==> config.mk <==
export PLATFORM = sky130hd
export DESIGN_NAME = fpu_issue_ctrl
export DESIGN_NICKNAME = d
export VERILOG_FILES = /design/src/rtl/fpu_issue_ctrl.sv
export SDC_FILE = /design/constraint.sdc
export NUM_CORES = 1
export LEC_CHECK = 0
export ABC_CLOCK_PERIOD_IN_PS = 3000
export CAP_MARGIN = 20
export CORE_AREA = 2 2 174 176
export CTS_BUF_LIST = sky130_fd_sc_hd__clkbuf_4 sky130_fd_sc_hd__clkbuf_8 sky130_fd_sc_hd__clkbuf_16
export DETAILED_ROUTE_END_ITERATION = 8
export DIE_AREA = 0 0 176 178
export DONT_BUFFER_PORTS = 1
export PLACE_DENSITY = 0.72
export RECOVER_POWER = 50
export SLEW_MARGIN = 20
export SYNTH_ARGS = -nofsm -noshare
export SYNTH_HDL_FRONTEND = slang
export SYNTH_SLANG_ARGS = --single-unit
==> constraint.sdc <==
create_clock -name clk_i -period 3 [get_ports clk_i]
set_input_delay 0.75 -clock clk_i [delete_from_list [all_inputs] [get_ports clk_i]]
set_output_delay 0.75 -clock clk_i [all_outputs]
set_load 0.02 [all_outputs]
==> src/rtl/fpu_issue_ctrl.sv <==
// rtl/fpu_issue_ctrl.sv - request FIFO, single-op issue FSM and watchdog-guarded result hold for the FPU
module fpu_issue_ctrl #(
  parameter int DEPTH   = 4,
  parameter int PTR_W   = 2,
  parameter int TIMEOUT = 16
) (
  input  logic        clk_i,
  input  logic        rst_ni,
  input  logic        in_valid_i,
  output logic        in_ready_o,
  input  logic [31:0] in_a_i,
  input  logic [31:0] in_b_i,
  input  logic [1:0]  in_sel_i,
  input  logic [1:0]  in_round_i,
  output logic [31:0] fpu_a_o,
  output logic [31:0] fpu_b_o,
  output logic [1:0]  fpu_sel_o,
  output logic [1:0]  fpu_round_o,
  output logic        fpu_start_o,
  input  logic        fpu_done_i,
  input  logic [31:0] fpu_y_i,
  input  logic        fpu_overflow_i,
  input  logic        fpu_error_i,
  output logic        out_valid_o,
  input  logic        out_ready_i,
  output logic [31:0] out_y_o,
  output logic        out_overflow_o,
  output logic        out_error_o,
  output logic        out_timeout_o,
  output logic        busy_o
);

  localparam int               REQ_W    = 68;
  localparam int               CNT_W    = $clog2(TIMEOUT);
  localparam logic [PTR_W:0]   FULL     = (PTR_W+1)'(DEPTH);
  localparam logic [CNT_W-1:0] CNT_LAST = CNT_W'(TIMEOUT - 1);
  localparam logic [31:0]      QNAN     = 32'h7FC00000;

  localparam logic [1:0] S_IDLE  = 2'd0;
  localparam logic [1:0] S_ISSUE = 2'd1;
  localparam logic [1:0] S_WAIT  = 2'd2;
  localparam logic [1:0] S_HOLD  = 2'd3;

  logic [REQ_W-1:0] mem_q [DEPTH];
  logic [PTR_W-1:0] wr_ptr_q, wr_ptr_d;
  logic [PTR_W-1:0] rd_ptr_q, rd_ptr_d;
  logic [PTR_W:0]   count_q, count_d;
  logic [1:0]       state_q, state_d;
  logic [CNT_W-1:0] wcnt_q, wcnt_d;

  logic [31:0] fpu_a_q, fpu_a_d;
  logic [31:0] fpu_b_q, fpu_b_d;
  logic [1:0]  fpu_sel_q, fpu_sel_d;
  logic [1:0]  fpu_round_q, fpu_round_d;
  logic        fpu_start_q, fpu_start_d;

  logic        out_valid_q, out_valid_d;
  logic [31:0] out_y_q, out_y_d;
  logic        out_overflow_q, out_overflow_d;
  logic        out_error_q, out_error_d;
  logic        out_timeout_q, out_timeout_d;

  logic             push;
  logic             pop;
  logic [REQ_W-1:0] head;

  // A full FIFO refuses a push even when a pop happens in the same cycle
  assign in_ready_o = (count_q != FULL);
  assign push       = in_valid_i && in_ready_o;
  assign pop        = (state_q == S_IDLE) && (count_q != '0);
  assign head       = mem_q[rd_ptr_q];

  // FIFO pointer and occupancy bookkeeping; pointers wrap naturally at DEPTH
  always_comb begin
    wr_ptr_d = wr_ptr_q;
    rd_ptr_d = rd_ptr_q;
    count_d  = count_q;
    if (push) wr_ptr_d = wr_ptr_q + PTR_W'(1);
    if (pop)  rd_ptr_d = rd_ptr_q + PTR_W'(1);
    case ({push, pop})
      2'b10:   count_d = count_q + (PTR_W+1)'(1);
      2'b01:   count_d = count_q - (PTR_W+1)'(1);
      default: count_d = count_q;
    endcase
  end

  // Issue FSM: pop one request, pulse start, wait for done or watchdog, hold result
  always_comb begin
    state_d        = state_q;
    wcnt_d         = wcnt_q;
    fpu_a_d        = fpu_a_q;
    fpu_b_d        = fpu_b_q;
    fpu_sel_d      = fpu_sel_q;
    fpu_round_d    = fpu_round_q;
    fpu_start_d    = 1'b0;
    out_valid_d    = out_valid_q;
    out_y_d        = out_y_q;
    out_overflow_d = out_overflow_q;
    out_error_d    = out_error_q;
    out_timeout_d  = out_timeout_q;
    case (state_q)
      S_IDLE: begin
        if (pop) begin
          {fpu_a_d, fpu_b_d, fpu_sel_d, fpu_round_d} = head;
          fpu_start_d = 1'b1;
          state_d     = S_ISSUE;
        end
      end
      S_ISSUE: begin
        wcnt_d  = '0;
        state_d = S_WAIT;
      end
      S_WAIT: begin
        // A real completion on the last watchdog cycle still wins
        if (fpu_done_i) begin
          out_y_d        = fpu_y_i;
          out_overflow_d = fpu_overflow_i;
          out_error_d    = fpu_error_i;
          out_timeout_d  = 1'b0;
          out_valid_d    = 1'b1;
          state_d        = S_HOLD;
        end else if (wcnt_q == CNT_LAST) begin
          out_y_d        = QNAN;
          out_overflow_d = 1'b0;
          out_error_d    = 1'b1;
          out_timeout_d  = 1'b1;
          out_valid_d    = 1'b1;
          state_d        = S_HOLD;
        end else begin
          wcnt_d = wcnt_q + CNT_W'(1);
        end
      end
      S_HOLD: begin
        if (out_ready_i) begin
          out_valid_d = 1'b0;
          state_d     = S_IDLE;
        end
      end
      default: state_d = S_IDLE;
    endcase
  end

  // FIFO storage needs no reset; occupancy alone decides what is readable
  always_ff @(posedge clk_i) begin
    if (push) mem_q[wr_ptr_q] <= {in_a_i, in_b_i, in_sel_i, in_round_i};
  end

  // State, FIFO control and output registers; reset aborts any op in flight
  always_ff @(posedge clk_i or negedge rst_ni) begin
    if (!rst_ni) begin
      wr_ptr_q       <= '0;
      rd_ptr_q       <= '0;
      count_q        <= '0;
      state_q        <= S_IDLE;
      wcnt_q         <= '0;
      fpu_a_q        <= '0;
      fpu_b_q        <= '0;
      fpu_sel_q      <= '0;
      fpu_round_q    <= '0;
      fpu_start_q    <= 1'b0;
      out_valid_q    <= 1'b0;
      out_y_q        <= '0;
      out_overflow_q <= 1'b0;
      out_error_q    <= 1'b0;
      out_timeout_q  <= 1'b0;
    end else begin
      wr_ptr_q       <= wr_ptr_d;
      rd_ptr_q       <= rd_ptr_d;
      count_q        <= count_d;
      state_q        <= state_d;
      wcnt_q         <= wcnt_d;
      fpu_a_q        <= fpu_a_d;
      fpu_b_q        <= fpu_b_d;
      fpu_sel_q      <= fpu_sel_d;
      fpu_round_q    <= fpu_round_d;
      fpu_start_q    <= fpu_start_d;
      out_valid_q    <= out_valid_d;
      out_y_q        <= out_y_d;
      out_overflow_q <= out_overflow_d;
      out_error_q    <= out_error_d;
      out_timeout_q  <= out_timeout_d;
    end
  end

  assign fpu_a_o        = fpu_a_q;
  assign fpu_b_o        = fpu_b_q;
  assign fpu_sel_o      = fpu_sel_q;
  assign fpu_round_o    = fpu_round_q;
  assign fpu_start_o    = fpu_start_q;
  assign out_valid_o    = out_valid_q;
  assign out_y_o        = out_y_q;
  assign out_overflow_o = out_overflow_q;
  assign out_error_o    = out_error_q;
  assign out_timeout_o  = out_timeout_q;
  assign busy_o         = (state_q != S_IDLE) || (count_q != '0);

endmodule

==> flow_summary_export.csv, run 1 <==
group,metric,value,unit
timing,fin_crit_sh,91.7,%
clocking,cts_resized,0,
job,cap_violations,0,
pwr,switching_power,5.95,mW
pwr,power.share.sequential,49.8,%
synthesis,yosys-top-cells-area,"edfxtp_1 56%, dfrtp_1 20%, mux4_2 11%",
timing,min_period,2.75,ns
setup_path,crit_arrival,2.00,ns
layout,n_fill_cell,2220,
clocking,clock_latency,0.52,ns
detailed_routing,drt-initial-drc-count,413,
grt,grt_antenna_before_repair,0,
setup_path,end_kind,"output port",
setup_path,crit_type,"flip-flop to output port",
floorplanning,coreArea,0.0294,mm²
synthesis,yosysMostFrequentCell,"edfxtp_1",
detailed_routing,drtAntennaViolNets,0,
timing,rsz0062_at_grt,"false",
clocking,cts-root-buf,"clkbuf_16",
synthesis,synth_top_area_share,56.5,%
clocking,h-tree-depth,2,
clocking,cts_tree,"done",
grt,grt_util_met1,22.9,%
layout,finalCoreUtilization,55.6,%
grt,grt_pass1_wl,42000,µm
status,outcome,"finished, violations left",
setup_path,startpoint_type,"flip-flop",
layout,syn2layout_area_growth,13.0,%
floorplanning,initial_core_util,49.2,%
synthesis,synth_edf_count,272,
floorplanning,die_area,0.0313,mm²
pwr,vdd_drop_max,0.651,mV
pwr,clkPwrFrac,28.3,%
grt,top_usage_layer,"met2",
clocking,clock_sinks,390,
pwr,p_int,12.4,mW
detailed_routing,via_count,6890,
placed_design,gp_congestion,0.720,
synthesis,seq_area_frac_synth,76.9,%
layout,diodes,0,
grt,grt_pass1_vias,7294,
detailed_routing,drc,0,
synthesis,mappedNetlistArea,0.0145,mm²
layout,fin_nets,940,
synthesis,synth_commonest_cells,"272 x edfxtp_1, 210 x nand2_1, 118 x dfrtp_1",
timing,hold_violations,118,
clocking,cts_setup_buffers,0,
placed_design,hpwl,15200,µm
synthesis,yosysUniqueCellTypes,41,
pwr,power-per-cell-area,1120,mW/mm²
synthesis,synth_seq_cells,390,
placed_design,port_buffers,0,
detailed_routing,dr.pass1.iters,4,
synthesis,synth.avg_cell_area,17.9,µm²
grt,grt_max_degree,119,
grt,overflow,0,
pwr,power_leakage,6.12,nW
synthesis,synth_top_cell_by_area,"edfxtp_1",
worst_hold_path,hold_path.class,"primary input to async pin",
clocking,clkTransAtPathRegs,0.06,ns
synthesis,synth_cells,808,
synthesis,synth_nets,927,
timing,slew_headroom,10.9,%
grt,grt_usage,17.6,%
grt,use_met3,6.22,%
timing,setup_violations,0,
grt,grt_use_met2,28.6,%
placed_design,dpl.cell_count,1168,
detailed_routing,routedWlPerCell,22.0,µm
floorplanning,die_x,176,µm
layout,drive_gt1_share,18.3,%
timing,tightest_slew,1.34,ns
timing,hold_ws,-0.0679,ns
clocking,cts_made_buffers,41,
synthesis,synth-main-ff-cell,"edfxtp_1",
timing,slew_viol_final,0,
setup_path,cp_max_fo,4,
detailed_routing,via_per_inst,5.54,
clocking,cts_buffer_depth,3,
timing,skew,0.0157,ns
synthesis,yosysWarnings,0,
layout,stdcell_count,1243,
floorplanning,num_rows,63,
detailed_routing,wirelength,27300,µm
pwr,p_comb_share,21.9,%
timing,tns,0,ns
pwr,p_sw_share,32.5,%
floorplanning,fp.dieH,178,µm
synthesis,async_reset_ff_share,30.3,%
status,violations,"hold timing",
setup_path,required,2.25,ns
floorplanning,io_pins,214,
timing,fmax,364,MHz
[per-layer routing]
metal	vias to the layer above	wire length, µm
li1	3050	-
met3	36	2350
met2	233	12800
met4	0	453
met5	-	0
met1	3571	11700
[logic make-up (layout without fill, tap and decap cells)]
| family | after synthesis | count (layout) | synth area share [%] |
|---|---|---|---|
| AO/OA/AOI/OAI | 49 | 49 | 2.96 |
| adder cells (fa/ha/maj) | 12 | 12 | 1.09 |
| AND/OR/NAND/NOR | 227 | 227 | 6.25 |
| buffers and inverters | 52 | 97 | 1.53 |
| flip-flops | 390 | 390 | 76.9 |
| multiplexers | 71 | 71 | 10.8 |
| XOR/XNOR | 7 | 7 | 0.424 |
[power by group through the flow]
| stage | registers [mW] | clock network, mW | logic (mW) |
|---|---|---|---|
| after global placement | 9.21 | 0 | 4.04 |
| final | 9.13 | 5.18 | 4.02 |
| after CTS | 9.17 | 5.31 | 4.15 |
| after global routing | 9.30 | 5.51 | 4.48 |
| after detailed placement | 9.25 | 0 | 4.13 |
| after floorplan | 8.79 | 0 | 3.28 |
[final timing paths]
path / start / to / slack [ns] / cells after the start
setup / recovery: state_q[0]$_DFFE_PN0P_ / busy_o / 0.25 / 3
hold / removal: rst_ni / fpu_b_o[5]$_DFFE_PN0P_ / -0.07 / 0
setup reg to reg: count_q[2]$_DFFE_PN0P_ / mem_q[1][30]$_DFFE_PP_ / 0.26 / 3
hold reg to reg: wcnt_q[1]$_DFFE_PN0P_ / wcnt_q[1]$_DFFE_PN0P_ / 0.57 / 1
max in group asynchronous: rst_ni / rd_ptr_q[0]$_DFFE_PN0P_ / 2.93 / 0
min in group clk_i: in_a_i[16] / mem_q[3][52]$_DFFE_PP_ / 0.32 / 0
[worst max-delay path: stages, from the launching register on]
cell	delay [ns]
dfrtp_1	0.41
inv_1	0.12
ha_1	0.24
or4b_2	0.72
[sequential cells by signal, summed over array words and instances (netlist names), 3 cells and up]
signal   count
mem_q      272
fpu_a_o     32
fpu_b_o     32
out_y_o     32
wcnt_q       4
count_q      3
[per-stage QoR]
step / hold slack, ns / area (µm²) / power (mW) / worst slack [ns]
3_3_place_gp: 0.457 / 15000 / 13.2 / 0.751
6_report: -0.0679 / 16300 / 18.3 / 0.249
2_1_floorplan: 0.454 / 14500 / 12.1 / 0.710
4_1_cts: -0.0911 / 16400 / 18.6 / 0.237
3_5_place_dp: 0.457 / 15000 / 13.4 / 0.714
5_1_grt: -0.0967 / 16300 / 19.3 / 0.0888
[cell usage in the layout (no fill, tap or decap), types with 2 or more instances in the layout]
master	netlist	layout
buf_12	0	7
inv_6	0	4
dfrtp_4	0	2
ha_1	11	11
bufinv_16	0	6
xnor2_1	5	5
nand2_1	210	210
nor2_1	3	3
clkinv_4	0	3
o22a_1	10	10
and3_1	0	2
o22ai_1	2	2
clkbuf_4	0	5
clkinvlp_4	0	2
and3_4	0	2
xor2_1	2	2
nor2b_1	2	2
edfxtp_1	272	272
buf_4	1	2
clkbuf_16	0	41
clkinv_1	0	5
dfrtp_1	118	116
mux4_2	68	68
a22o_1	24	24
clkbuf_8	0	3
o21ai_0	4	4
clkinv_2	0	6
inv_1	12	12
[layout make-up]
class	count	area, µm²	area share [%]
Sequential cell	390	11100	68.1
Multi-Input combinational cell	366	3110	19.0
Clock buffer	49	1100	6.76
Tap cell	390	488	2.99
Clock inverter	26	305	1.87
Timing Repair Buffer	9	155	0.949
Inverter	13	48.8	0.299
Note: power is estimated with default switching activity, not from simulation.
==> run 2: changes to the inputs <==
GPL_ROUTABILITY_DRIVEN = 0   (was not set)
==> results of run 2 <==
No change in the layout: final DEF, timing and power equal those of run 1.
